### src/rtl/jtag_mac_host.sv
`timescale 1ns/1ps
// jtag_mac_host: host-side initiator for the chif JTAG framing protocol.
// Serializes write/read/version/reset frames LSB first on tdi/sel and gathers tdo readback.
module jtag_mac_host #(
   parameter logic [7:0] SYNC_BYTE = 8'hD7,
   parameter int         RST_GAP   = 128,
   parameter int         RD_OFS    = 0
) (
   input  logic        chif_clk,
   input  logic        sys_rst,
   input  logic        cmd_valid,
   output logic        cmd_ready,
   input  logic [1:0]  cmd_op,
   input  logic [12:0] cmd_len,
   input  logic [15:0] cmd_simcycle,
   input  logic [7:0]  wr_data,
   input  logic        wr_valid,
   output logic        wr_ready,
   output logic [7:0]  rd_data,
   output logic        rd_valid,
   output logic [31:0] ver_data,
   output logic [12:0] rd_count,
   output logic        done,
   output logic        err,
   output logic        busy,
   output logic        tck_en,
   output logic        tdi,
   output logic        sel,
   input  logic        tdo
);

   localparam int AUX_MAX = (RST_GAP > RD_OFS) ? RST_GAP : RD_OFS;
   localparam int AW      = $clog2(AUX_MAX + 1);
   localparam logic [AW-1:0] GAP_LAST = AW'(RST_GAP - 1);
   localparam logic [AW-1:0] PAD_LAST = AW'((RD_OFS > 0) ? RD_OFS - 1 : 0);
   localparam logic [AW-1:0] AUX_ONE  = AW'(1);

   typedef enum logic [3:0] {
      S_IDLE, S_SYNC, S_CMD, S_LEN, S_SIM, S_WDAT, S_SKIP,
      S_PAD, S_RLEN, S_RDAT, S_RTAIL, S_VDAT, S_RGAP, S_FIN
   } state_t;

   state_t         state, state_next;
   logic [1:0]     op_q;
   logic [12:0]    len_q;
   logic [15:0]    sim_q;
   logic [4:0]     bit_idx;
   logic [12:0]    byte_cnt;
   logic [AW-1:0]  aux_cnt;
   logic [7:0]     wr_sr;
   logic [30:0]    rx_sr;
   logic [31:0]    rx_next;
   logic           err_q;
   logic           field_last;
   logic [2:0]     op_code;
   logic [7:0]     cmd_byte;
   logic [15:0]    len_word;
   logic [12:0]    rlen;
   logic           sample;

   always_comb begin
      case (op_q)
         2'b00:   op_code = 3'd0;
         2'b01:   op_code = 3'd1;
         2'b10:   op_code = 3'd5;
         default: op_code = 3'd7;
      endcase
   end

   // Incoming bits enter at the top, so after N samples the first bit sits at 32-N.
   assign cmd_byte  = {5'b0, op_code};
   assign len_word  = {3'b0, len_q};
   assign rx_next   = {tdo, rx_sr};
   assign rlen      = rx_next[28:16];
   assign sample    = tck_en && (state == S_RLEN || state == S_RDAT || state == S_VDAT);
   assign sel       = tck_en && (state != S_RGAP);
   assign done      = (state == S_FIN);
   assign err       = done && err_q;
   assign busy      = (state != S_IDLE);
   assign cmd_ready = (state == S_IDLE);

   always_ff @(posedge chif_clk) begin
      if (sys_rst) state <= S_IDLE;
      else         state <= state_next;
   end

   always_comb begin
      state_next = state;
      tck_en     = 1'b0;
      tdi        = 1'b0;
      field_last = 1'b0;
      wr_ready   = 1'b0;
      case (state)
         S_IDLE: if (cmd_valid) state_next = S_SYNC;
         S_SYNC: begin
            tck_en = 1'b1;
            tdi    = SYNC_BYTE[bit_idx[2:0]];
            if (bit_idx == 5'd7) begin
               field_last = 1'b1;
               state_next = S_CMD;
            end
         end
         S_CMD: begin
            tck_en = 1'b1;
            tdi    = cmd_byte[bit_idx[2:0]];
            if (bit_idx == 5'd7) begin
               field_last = 1'b1;
               case (op_q)
                  2'b00, 2'b01: state_next = S_LEN;
                  2'b10:        state_next = S_SKIP;
                  default:      state_next = S_RGAP;
               endcase
            end
         end
         S_LEN: begin
            tck_en = 1'b1;
            tdi    = len_word[bit_idx[3:0]];
            if (bit_idx == 5'd15) begin
               field_last = 1'b1;
               state_next = (op_q == 2'b00) ? S_SIM : S_SKIP;
            end
         end
         S_SIM: begin
            tck_en = 1'b1;
            tdi    = sim_q[bit_idx[3:0]];
            if (bit_idx == 5'd15) begin
               field_last = 1'b1;
               state_next = (len_q == 13'd0) ? S_FIN : S_WDAT;
            end
         end
         // A missing byte at a boundary freezes the bit strobe and every counter.
         S_WDAT: begin
            if (bit_idx[2:0] == 3'd0) begin
               tck_en   = wr_valid;
               wr_ready = wr_valid;
               tdi      = wr_data[0];
            end else begin
               tck_en = 1'b1;
               tdi    = wr_sr[bit_idx[2:0]];
            end
            if (bit_idx[2:0] == 3'd7) begin
               field_last = 1'b1;
               if (byte_cnt + 13'd1 == len_q) state_next = S_FIN;
            end
         end
         S_SKIP: begin
            tck_en = 1'b1;
            if (bit_idx == 5'd7) begin
               field_last = 1'b1;
               state_next = (RD_OFS > 0) ? S_PAD : S_RLEN;
            end
         end
         S_PAD: begin
            tck_en = 1'b1;
            if (aux_cnt == PAD_LAST) begin
               field_last = 1'b1;
               state_next = S_RLEN;
            end
         end
         S_RLEN: begin
            tck_en = 1'b1;
            if (bit_idx == 5'd15) begin
               field_last = 1'b1;
               if (op_q == 2'b10)                        state_next = S_VDAT;
               else if (rlen == 13'd0 || rlen > len_q)   state_next = S_FIN;
               else                                      state_next = S_RDAT;
            end
         end
         S_RDAT: begin
            tck_en = 1'b1;
            if (bit_idx[2:0] == 3'd7) begin
               field_last = 1'b1;
               if (byte_cnt + 13'd1 == rd_count) state_next = S_RTAIL;
            end
         end
         S_RTAIL: state_next = S_FIN;
         S_VDAT: begin
            tck_en = 1'b1;
            if (bit_idx == 5'd31) begin
               field_last = 1'b1;
               state_next = S_FIN;
            end
         end
         S_RGAP: begin
            tck_en = 1'b1;
            if (aux_cnt == GAP_LAST) begin
               field_last = 1'b1;
               state_next = S_FIN;
            end
         end
         S_FIN:   state_next = S_IDLE;
         default: state_next = S_IDLE;
      endcase
   end

   always_ff @(posedge chif_clk) begin
      if (sys_rst) begin
         op_q     <= 2'b0;
         len_q    <= 13'd0;
         sim_q    <= 16'd0;
         bit_idx  <= 5'd0;
         byte_cnt <= 13'd0;
         aux_cnt  <= '0;
         wr_sr    <= 8'd0;
         rx_sr    <= 31'd0;
         err_q    <= 1'b0;
         rd_data  <= 8'd0;
         rd_valid <= 1'b0;
         ver_data <= 32'd0;
         rd_count <= 13'd0;
      end else begin
         rd_valid <= 1'b0;
         if (state == S_IDLE && cmd_valid) begin
            op_q     <= cmd_op;
            len_q    <= cmd_len;
            sim_q    <= cmd_simcycle;
            bit_idx  <= 5'd0;
            byte_cnt <= 13'd0;
            aux_cnt  <= '0;
            err_q    <= 1'b0;
         end
         if (tck_en) begin
            bit_idx <= field_last ? 5'd0 : bit_idx + 5'd1;
            if (state == S_PAD || state == S_RGAP)
               aux_cnt <= field_last ? '0 : aux_cnt + AUX_ONE;
            if ((state == S_WDAT || state == S_RDAT) && field_last)
               byte_cnt <= byte_cnt + 13'd1;
         end
         if (wr_ready) wr_sr <= wr_data;
         if (sample)   rx_sr <= rx_next[31:1];
         // Version frames flag a length other than 4 but still shift the full word.
         if (state == S_RLEN && field_last) begin
            rd_count <= rlen;
            err_q    <= (op_q == 2'b10) ? (rlen != 13'd4) : (rlen > len_q);
         end
         if (state == S_RDAT && field_last) begin
            rd_valid <= 1'b1;
            rd_data  <= rx_next[31:24];
         end
         if (state == S_VDAT && field_last) ver_data <= rx_next;
      end
   end

endmodule

### config.mk
export PLATFORM = sky130hd
export DESIGN_NAME = jtag_mac_host
export DESIGN_NICKNAME = d
export VERILOG_FILES = /design/src/rtl/jtag_mac_host.sv
export SDC_FILE = /design/constraint.sdc
export NUM_CORES = 1
export LEC_CHECK = 0
export CORE_ASPECT_RATIO = 1.5
export CORE_MARGIN = 10
export CORE_UTILIZATION = 50
export DETAILED_ROUTE_END_ITERATION = 8
export PLACE_DENSITY_LB_ADDON = 0.3
export SYNTH_ARGS = -nofsm -noshare
export SYNTH_HDL_FRONTEND = slang
export SYNTH_SLANG_ARGS = --single-unit
### constraint.sdc
create_clock -name chif_clk -period 2.89 [get_ports chif_clk]
set_clock_uncertainty 0.2 [all_clocks]
set_input_delay 0.578 -clock chif_clk [delete_from_list [all_inputs] [get_ports chif_clk]]
set_output_delay 0.578 -clock chif_clk [all_outputs]
set_load 0.01 [all_outputs]
Word level (Yosys, flattened, before mapping)

Memories as Yosys holds them, arrays and structs flattened. A register that Yosys moved wholly into a read port is not among the register bits.
Index checks and enable logic that the tools add are counted.
Widths: inputs -> output; s select.

Bits in latches: 0
Register bits after elaboration: 155
ROM bits: 8
Bits in writable memories: 0
Memories kept: 1
Input bits: 44
Logic and storage cells: 146
Output and inout bits: 62

Memory list:

| memory          | depth | bits a word | read ports | clocked after Yosys merged registers in | wr ports | line | text |
|---|---|---|---|---|---|---|---|
| (no name shown) | 8     | 1           | 1          | 1                                       | 0        | 97   | `tdi = SYNC_BYTE[bit_idx[2:0]];` |

Reductions and logical operators: 28
Equal/unequal tests: 38
Bitwise operators: 0
Shift-type cells: 0
$lt $le $gt $ge: 3
Add/sub/neg operators: 3
Multiply operators: 0
Muxes and demuxes: 59
Divide/modulo/power cells: 0

Operator list:

| kind                  | count |
|---|---|
| $mux 4                | 15 |
| $pmux 4 s13           | 1 |
| $mux 13               | 3 |
| $mux 8                | 4 |
| $ne 2x2->1 const B    | 14 |
| $eq 13x13->1          | 2 |
| $logic_not 13->1      | 2 |
| $eq 4x4->1 const B    | 6 |
| $mux 1                | 19 |
| $eq 4x3->1 const B    | 4 |
| $mux 5                | 3 |
| $reduce_and 14->1     | 1 |
| $add 13x1->13 const B | 1 |
| $gt 13x13->1          | 1 |
| $ne 13x3->1 const B   | 1 |
| $mux 3                | 4 |
| $reduce_or 10->1      | 1 |
| $pmux 3 s3            | 1 |
| $add 8x1->8 const B   | 1 |
| $bmux 1 s4            | 2 |
| $eq 4x2->1 const B    | 2 |
| $eq 8x7->1 const B    | 1 |
| $logic_and 1x1->1     | 8 |
| $logic_not 8->1       | 1 |
| 25 further kinds      | 33 |

Depth between registers and ports, before layout

Word-level depth: 7
Gate-level depth with buffers: 12
Mapped depth without buffers: 11

Worst setup path after synthesis

Ideal clock, no wire load.

Path kind: flip-flop to flip-flop
From: reg bit_idx[2]
To: reg rd_count[10]
Slack: -0.069 ns
Buffers on the path: 3
Data required time: 2.562 ns
Library setup time: 0.128 ns
Cell stages (with the launch flop): 13
Clock period less this slack: 2.959 ns
Arrival time: 2.632 ns
Cells stage by stage: dfxtp_1 clkbuf_1 and3_1 ha_1 inv_1 nor3_1 a221o_1 a211oi_2 nor2b_1 clkbuf_1 buf_2 mux2i_1 nor2_1

Cells in the longest elaborated chain, start to end: 4
Elaborated cells on any way between the ends: 10
Those cells by class: 4 x eq/ne; 5 x mux; 1 x reduce/logical

Ends and longest elaborated chain:

| element                            | line | text |
|---|---|---|
| from (decl)                        | 47   | `logic [4:0] bit_idx;` |
| from (signal assigned)             | 223  | `bit_idx <= field_last ? 5'd0 : bit_idx + 5'd1;` |
| $eq 5x5->1 (tied with other cells) | 179  | `if (bit_idx == 5'd31) begin` |
| $mux 1, on equally long branches   | n/a  |  |
| $pmux 1 s6 (*)                     | 93   | `case (state)` |
| $logic_and 1x1->1 (*)              | 232  | `if (state == S_RLEN && field_last) begin` |
| to (signal assigned)               | 233  | `rd_count <= rlen;` |
| to (decl)                          | 22   | `output logic [12:0] rd_count,` |

Mark *: on every way between the ends. The rest lies on a longest branch, timed or not.
A chain may end at the register's enable or synchronous reset.

Worst setup path after layout

From: reg bit_idx[0]
To: out tdi

Cells in the longest elaborated chain, start to end: 4
Elaborated cells on any way between the ends: 11
Those cells by class: 10 x mux; 1 x reduce/logical

Ends and longest elaborated chain:

| element                      | line | text |
|---|---|---|
| $bmux 1 s3                   | 139  | `tdi = wr_sr[bit_idx[2:0]];` |
| $mux 1 (implied by the code) | 139  |  |
| $mux 1                       | 133  | `if (bit_idx[2:0] == 3'd0) begin` |
| $pmux 1 s5 (*)               | 93   |  |
| to (decl)                    | 27   | `output logic tdi,` |

Mark *: on every way between the ends. The rest lies on a longest branch, timed or not. The select of a mux whose other input is x is not followed.

==> qor.yml <==
grt:
  track_usage: 0.231
  grt_pass1_vias: 7697
  grt-ovfl-total: 0
  antenna_found_initial: 0
  grt_max_degree: 83
  grt_pass1_wl_um: 39900
yosys:
  synth.top_cell.area_share: 0.393
  ys.flop_type: "dfxtp_1"
  synth_area_leaders: "dfxtp_1 39%, nand2_1 11%, a21oi_1 9.0%"
  postSynth.asyncResetShare: 0
  synth_fp_nets: 1080
  synth.most_common_cell: "nand2_1"
  synth-edff-count: 0
  netlist_area_um2: 7960
  synth-seq-cells: 156
  yosysWarnings: 0
  ys_seq_area_frac: 0.393
  synth_cell_type_count: 62
  synthCells: 1015
  avgSynthCellArea_um2: 7.84
  ys_top_cells_by_count: "226 x nand2_1, 156 x dfxtp_1, 143 x a21oi_1, 70 x nor2_1, 55 x clkbuf_1"
  synth_top_area_cell: "dfxtp_1"
pwr:
  power_density_nw_per_um2: 708
  switching_share: 0.351
  power.static_leakage_nw: 3.88
  combPwrFrac: 0.364
  p_clk_frac: 0.306
  pwr-share-seq: 0.329
  internal-power_mw: 4.86
  p_sw_mw: 2.63
  ir_drop_v: 0.000447
final_layout:
  fin_nets: 1233
  diodes: 0
  multi_input_area_um2: 4550
  nFillCells: 1291
  layoutNonFillerInstCount: 1384
  register_area_um2: 3140
  synthToLayoutAreaGrowth_pct: 32.8
  drive_gt1_frac: 0.159
floorplan:
  die_area_um2: 21500
  die-height_um: 174
  num_rows: 56
  pin_count: 106
  fp.coreArea_um2: 15600
  die-width_um: 123
  initial_utilization: 0.509
clock_network:
  path_clk_slew_ns: 0.07
  cts_tree: "done"
  htree_levels: 4
  clock_latency_ns: 0.43
  clock_tree.root_cell: "clkbuf_16"
  cts.sinks: 156
  cts_buffer_depth: 2
  cts_buffers: 17
  cts-hold-fix-buffers: 0
worst_setup_path:
  path_common_cell: "mux4_2"
  path_delay_family: "multiplexers"
  path_max_fanout: 4
  cp_num_buf_inv: 1
  criticalPathCategory: "register to primary output"
  worstPathCellList: "mux4_2, mux4_2, mux2_4, a22oi_2, o32ai_2, buf_2"
  critPathMaxStageDelay_ns: 0.52
  endpoint_kind: "primary output"
  worstSetupStartpointType: "register"
  crit_slowest_cell: "mux4_2"
  cp.arrival_ns: 2.50
  crit_required_ns: 2.11
timing:
  rsz0062_at_grt: "yes"
  post-route-worst-setup-slack_ns: -0.386
  period_needed_ns: 3.28
  hold_violations: 0
  finalCritPeriodShare: 1.13
  drv_slew: 0
  fin_setup_tns_ns: -0.937
  max_freq_ghz: 0.305
  worst_pin_slew_ns: 0.651
  setup_viol: 3
  slew_headroom: 0.561
drt:
  post-route-drc-count: 0
  finalWirelength_um: 24600
  drtIter0Drc: 680
  drt-vias-per-instance: 5.69
  wl_per_cell_um: 17.8
  antenna_left: 0
  vias: 7872
  first_pass_iters: 5
placement:
  gp_routability_congestion: 0.996
  portBuffers: 105
  dp_hpwl_um: 17800
  dp.cells: 1349
run_status:
  violations: "negative setup slack"
  outcome: "finished with violations"
worst_hold_path:
  hold_path.class: "register to register"
flow_run:
  drv_cap: 0
## worst paths after layout
kind,to,from,cells after the start,slack [ns]
worst max-delay path,tdi,bit_idx[0],6,-0.39
worst min-delay path,ver_data[0],rx_sr[0],2,0.25
worst max register to register,byte_cnt[9],bit_idx[0],12,0.05
worst min register to register,ver_data[0],rx_sr[0],2,0.25
## state kept, by name, indices dropped and copies added (netlist names), named ones only
name	count
ver_data	32
rx_sr	31
sim_q	16
byte_cnt	13
len_q	13
rd_count	13
aux_cnt	8
rd_data	8
wr_sr	8
bit_idx	5
state	4
op_q	2
err_q	1
rd_valid	1
## layout by cell type (no fill, tap or decap), drive strengths merged, types with 21 or more instances in the layout
master and count:
ha 21, dfxtp 156, o21ai 36, buf 103
inv 38, mux2i 32, clkdlybuf4s50 100, a21oi 143
nor2 70, nand2 226
## cell families after synthesis
logic type / after synthesis / synth area share
buffers and inverters: 104 / 0.0527
adders and majority gates: 21 / 0.0330
muxes: 43 / 0.0700
xor gates and xnor gates: 27 / 0.0297
and+or+nand+nor: 427 / 0.250
AOI/OAI and AO/OA: 237 / 0.172
DFF: 156 / 0.393
## metal layers
layer  up-vias  share of wire  GRT usage
li1       3817              -          -
met1      3725           0.40      0.272
met2       275           0.50      0.386
met3        55          0.067     0.0623
met4         0          0.032     0.0906
met5         -              0          0
## worst reg2reg max path, cell delays in order, from the launching register on
cell,delay [ns]
dfxtp_4,0.39
buf_8,0.17
ha_2,0.21
and3_1,0.18
ha_1,0.19
inv_2,0.06
nor3_4,0.19
a221o_1,0.15
a211oi_2,0.05
nand3b_1,0.24
buf_12,0.21
or4_1,0.40
a21oi_1,0.15
## cell type report
class | instances | share of cell area
repair buffers | 206 | 0.180
flip-flops and latches | 156 | 0.297
inverters | 32 | 0.0114
multi-input cells | 755 | 0.431
well taps | 203 | 0.0240
clock inverters | 13 | 0.0147
clock buffers | 19 | 0.0419
## metrics by stage
step / cell area [um^2] / hold slack, ns / utilization / setup WS (ns) / power [mW]
after global placement: 9800 / 0.242 / 0.627 / -0.388 / 5.03
after floorplan: 7960 / 0.232 / - / 0.0282 / 3.98
final: 10600 / 0.253 / 0.676 / -0.386 / 7.49
after detailed placement: 9800 / 0.246 / 0.627 / -0.381 / 5.07
after CTS: 10500 / 0.255 / 0.671 / -0.389 / 7.42
after global routing: 10600 / 0.281 / 0.676 / -0.443 / 7.85
## power groups by stage
| stage | Combinational [mW] | Sequential, mW | Clock (mW) |
|---|---|---|---|
| 2_1_floorplan | 1.52 | 2.46 | 0 |
| 3_3_place_gp | 2.54 | 2.48 | 0 |
| 3_5_place_dp | 2.58 | 2.49 | 0 |
| 4_1_cts | 2.65 | 2.46 | 2.31 |
| 5_1_grt | 2.96 | 2.49 | 2.41 |
| 6_report | 2.73 | 2.47 | 2.29 |
## repair_timing
item,in CTS,in global routing
setup buffers,2,1
endpoints found under the setup margin,34,43
resized for setup,30,21
pin swaps,7,8
(Power assumes the default switching activity.)
